--- src/rtl/hier_fanout_node.sv ---
// hier_fanout_node: broadcasts one command to NUM_CHILD staggered leaf workers and serialises their results round-robin.
// Optional feature macro: HIER_NODE_ABORT_EN adds an abort input that cancels a running command.
module hier_fanout_node #(
  parameter int NUM_CHILD = 15,
  parameter int DATA_W    = 16,
  parameter int CNT_W     = 8,
  localparam int ID_W     = (NUM_CHILD > 1) ? $clog2(NUM_CHILD) : 1
) (
  input  logic              clk,
  input  logic              rst,
  input  logic              cmd_valid,
  output logic              cmd_ready,
  input  logic [DATA_W-1:0] cmd_data,
  input  logic [CNT_W-1:0]  cmd_len,
  output logic              rsp_valid,
  input  logic              rsp_ready,
  output logic [DATA_W-1:0] rsp_data,
  output logic [ID_W-1:0]   rsp_id,
  output logic              busy
`ifdef HIER_NODE_ABORT_EN
  ,
  input  logic              abort
`endif
);
  localparam int CW = CNT_W + ID_W;
  localparam logic [ID_W:0] LAST_DLV = (ID_W+1)'(NUM_CHILD - 1);
  localparam logic [ID_W-1:0] LAST_ID = ID_W'(NUM_CHILD - 1);
  typedef enum logic {IDLE, RUN} state_t;
  state_t              state_q;
  logic [DATA_W-1:0]   data_q;
  logic [DATA_W-1:0]   rsp_data_q;
  logic [ID_W-1:0]     rsp_id_q;
  logic                rsp_valid_q;
  logic [ID_W-1:0]     rr_ptr_q;
  logic [ID_W:0]       dlv_q;
  logic [ID_W-1:0]     nxt_ptr, start, gnt_id, idx;
  logic [NUM_CHILD-1:0] pend_v;
  logic                accept, hs, abort_run, can_gnt, gnt_v;

  assign cmd_ready = state_q == IDLE;
  assign busy      = state_q == RUN;
  assign rsp_valid = rsp_valid_q;
  assign rsp_data  = rsp_data_q;
  assign rsp_id    = rsp_id_q;
  assign accept    = cmd_valid && cmd_ready;
  assign hs        = rsp_valid_q && rsp_ready;
`ifdef HIER_NODE_ABORT_EN
  assign abort_run = abort && busy;
`else
  assign abort_run = 1'b0;
`endif
  assign nxt_ptr = (rsp_id_q == LAST_ID) ? '0 : rsp_id_q + 1'b1;
  assign start   = hs ? nxt_ptr : rr_ptr_q;
  assign can_gnt = busy && !abort_run && (!rsp_valid_q || hs);

  for (genvar c = 0; c < NUM_CHILD; c++) begin : child
    logic [CW-1:0] cnt_q;
    logic          pend_q, done_q, hit;
    assign hit       = gnt_v && gnt_id == ID_W'(c);
    assign pend_v[c] = pend_q;
    // Leaf worker: count down the staggered delay, then request delivery exactly once.
    always_ff @(posedge clk or posedge rst) begin
      if (rst) begin
        cnt_q  <= '0;
        pend_q <= 1'b0;
        done_q <= 1'b0;
      end else if (accept || abort_run) begin
        cnt_q  <= accept ? CW'(cmd_len) + CW'(c) : '0;
        pend_q <= 1'b0;
        done_q <= 1'b0;
      end else if (busy) begin
        cnt_q  <= (cnt_q != '0) ? cnt_q - 1'b1 : cnt_q;
        pend_q <= !hit && (pend_q || (cnt_q == '0 && !done_q));
        done_q <= done_q || hit;
      end
    end
  end

  // Round-robin pick of the first pending child, starting just past the last delivered id.
  always_comb begin
    gnt_v  = 1'b0;
    gnt_id = '0;
    idx    = '0;
    for (int k = 0; k < NUM_CHILD; k++) begin
      idx = ID_W'((int'(start) + k) % NUM_CHILD);
      if (can_gnt && !gnt_v && pend_v[idx]) begin
        gnt_v  = 1'b1;
        gnt_id = idx;
      end
    end
  end

  // Control FSM with registered response port; a grant reloads the output in the handshake edge.
  always_ff @(posedge clk or posedge rst) begin
    if (rst) begin
      state_q     <= IDLE;
      data_q      <= '0;
      rsp_valid_q <= 1'b0;
      rsp_data_q  <= '0;
      rsp_id_q    <= '0;
      rr_ptr_q    <= '0;
      dlv_q       <= '0;
    end else if (state_q == IDLE) begin
      if (cmd_valid) begin
        state_q  <= RUN;
        data_q   <= cmd_data;
        rr_ptr_q <= '0;
        dlv_q    <= '0;
      end
    end else if (abort_run) begin
      state_q     <= IDLE;
      rsp_valid_q <= 1'b0;
    end else begin
      if (hs) begin
        dlv_q    <= dlv_q + 1'b1;
        rr_ptr_q <= nxt_ptr;
        state_q  <= (dlv_q == LAST_DLV) ? IDLE : RUN;
      end
      if (gnt_v) begin
        rsp_valid_q <= 1'b1;
        rsp_data_q  <= data_q + DATA_W'(gnt_id);
        rsp_id_q    <= gnt_id;
      end else if (hs) begin
        rsp_valid_q <= 1'b0;
      end
    end
  end
endmodule
--- config.mk ---
export PLATFORM = sky130hd
export DESIGN_NAME = hier_fanout_node
export DESIGN_NICKNAME = d
export VERILOG_FILES = /design/src/rtl/hier_fanout_node.sv
export SDC_FILE = /design/constraint.sdc
export NUM_CORES = 1
export LEC_CHECK = 0
export ABC_AREA = 1
export CAP_MARGIN = 15
export CORE_MARGIN = 10
export CORE_UTILIZATION = 64
export DETAILED_ROUTE_END_ITERATION = 16
export HOLD_SLACK_MARGIN = 0.15
export PLACE_DENSITY = 0.82
export SYNTH_ARGS = -nofsm -noshare
export SYNTH_HDL_FRONTEND = slang
export SYNTH_SLANG_ARGS = --single-unit
--- constraint.sdc ---
create_clock -name clk -period 11.28 [get_ports clk]
set_input_delay 2.82 -clock clk [delete_from_list [all_inputs] [get_ports clk]]
set_output_delay 2.82 -clock clk [all_outputs]
set_load 0.01 [all_outputs]
==> results.yml <==
final_layout:
  multiInputGateArea_sq_um: 12300
  layout_commonest_cell: "nand2_1"
  drive_gt1_frac: 0.0549
  nets: 3103
  n_antenna_cell: 0
  regArea_sq_um: 6430
  utilization: 0.700
  layout_common_cells: "nand2_1, inv_1, nand3_1"
  synthToLayoutAreaGrowth_pct: 7.92
  n_fill_cell: 2646
floorplanning:
  die-area_sq_um: 39500
  initial_utilization: 0.649
  die_width_um: 199
  fp.dieH_um: 199
  ios: 51
  core-area_sq_um: 31600
  rows: 65
sta:
  worstMarginPinSlew_ns: 1.17
  drv_slew: 0
  setup_slack_ns: 1.55
  slew_headroom: 0.217
  fin_crit_ns: 9.73
  tns_ns: 0
  rsz0062_at_grt: "no"
  timing_hold_violations_final: 0
  setup-violations-final: 0
  finClkSkew_ns: 0.0248
  max_freq_mhz: 103
  fin_crit_sh: 0.863
global_route:
  antenna_found_initial: 0
  grt_max_degree: 173
  grt.total_usage: 0.325
  grt_pass1_vias: 19985
  grt_pass1_wl_mm: 104
  grt_remaining_overflow: 0
synth:
  synth-adder-area-share: 0.0438
  synth.distinct_cells: 66
  synthArstFlopShare: 1.00
  ys_warn_count: 0
  syn_area_per_cell_sq_um: 6.78
  synth_compound_area_frac: 0.182
  synth_edf_count: 0
  syn-num-nets: 3116
  synthXorXnorAreaFrac: 0.0569
  synth_top_family_by_area: "simple AND/OR/NAND/NOR gates"
  syn_inst: 3017
  synthMuxAreaShare: 0.00208
  synth.cell_area_sq_um: 20500
  synth_flop_cell: "dfrtp_1"
  synth.yosys.seq_area_share: 0.314
  synthSimpleGateAreaFrac: 0.315
  yosys_register_bits: 257
worst_setup_path:
  timing.rr.start: "rsp_id[0]"
  cp_top_family: "simple AND/OR/NAND/NOR gates"
  critical_path.startpoint: "rsp_ready"
  required_ns: 11.78
  crit_buf_inv: 10
  critPathCaptureType: "register"
  start_kind: "input pin"
  cp_max_fo: 29
  worst_ep_arrival_time_ns: 10.23
  worst_path_max_delay_cell: "clkdlybuf4s50_1"
  crit_top_cell: "nand2_1"
  crit_path_max_incr_delay_ns: 0.49
  crit_type: "in -> reg"
placement:
  place_ws_ns: 1.09
  dp_hpwl_mm: 46.1
  port_buffers: 50
  place.gp.congestion: 1.08
hold_path:
  hold_start: "child[9].done_q"
  hold_path_class: "reg -> reg"
routing:
  drc: 0
  vias: 21104
  routedWlPerCell_um: 18.9
  drt-initial-drc-count: 2153
  postRouteAntennaNets: 0
  viasPerCell: 6.16
  dr.pass1.iters: 6
  drt_wl_total_mm: 64.9
job:
  drv_cap: 0
clock_tree:
  cts_resized: 0
  clockBufferDepth: 3
  cts_hold_buf: 0
  cts_tree: "built"
  cts_made_buffers: 28
  cts.sinks: 257
  clk_latency_ns: 0.56
  post-cts-setup-buffers: 0
  cts.clk_slew.worst_paths_ns: 0.06
  clk_root_buffer_cell: "clkbuf_16"
  cts-htree-levels: 1
status:
  outcome: "finished clean"
[flip-flops by register name, summed over array words and instances (netlist names)]
name / cells
child.cnt_q: 180
data_q: 16
rsp_data: 16
child.done_q: 15
child.pend_q: 15
dlv_q: 5
rr_ptr_q: 4
rsp_id: 4
busy: 1
rsp_valid: 1
[final timing paths]
path,cells past startpoint,endpoint,slack (ns)
worst max-delay path,44,rsp_data[15],1.55
worst min-delay path,2,child[9].done_q,0.49
worst max register to register,52,rsp_data[15],3.46
worst min register to register,2,child[9].done_q,0.49
max in group asynchronous,3,rsp_data[4],7.15
min in group asynchronous,2,rr_ptr_q[1],2.75
[synthesized netlist by cell type (all sizes together), types with 10 or more instances]
library cell	number	area share
a21oi	148	0.037
a31oi	23	0.0070
buf	28	0.0067
clkbuf	80	0.015
clkinv	10	0.0018
dfrtp	257	0.31
ha	70	0.043
inv	342	0.063
nand2	727	0.14
nand3	292	0.074
nand3b	10	0.0037
nand4	43	0.016
nor2	292	0.057
nor3	59	0.015
nor4	15	0.0046
o211ai	40	0.015
o21a	18	0.0066
o21ai	307	0.077
o221ai	14	0.0060
o22ai	41	0.013
o31ai	12	0.0044
xnor2	17	0.0073
xor2	113	0.050
[worst min-delay path: cells and delay by family (launching register included)]
kind	cells	cell delay, ns
DFF	1	0.34
and+or+nand+nor	2	0.11
[per-stage QoR]
step	hold slack (ns)	instance area, sq um	std cells
6_report	0.487	22100	3424
5_1_grt	0.505	22100	3424
4_1_cts	0.485	22100	3424
3_5_place_dp	0.469	21200	3376
3_3_place_gp	0.464	21200	3376
2_1_floorplan	0.441	20500	3017
[cell families after synthesis]
family	Yosys count
simple gates	1455
compound gates	640
buf+inv	460
flops	257
xor+xnor	130
fa+ha+maj	71
mux	4
[metal layers]
metal  wire [um]  global-route usage
met5           0                   0
met4        4540               0.207
met3        4470              0.0365
met2       30300               0.542
met1       25600               0.393
[layout make-up]
type,instances,area share
Multi-Input combinational cell,2300,0.556
Sequential cell,257,0.291
Inverter,352,0.0604
Clock buffer,44,0.0386
Timing Repair Buffer,65,0.0283
Tap cell,402,0.0228
Clock inverter,4,0.00244
Power is left out: the tool's default activity adds up to more than one toggle a clock period on the data nets, which glitch-free logic cannot reach.
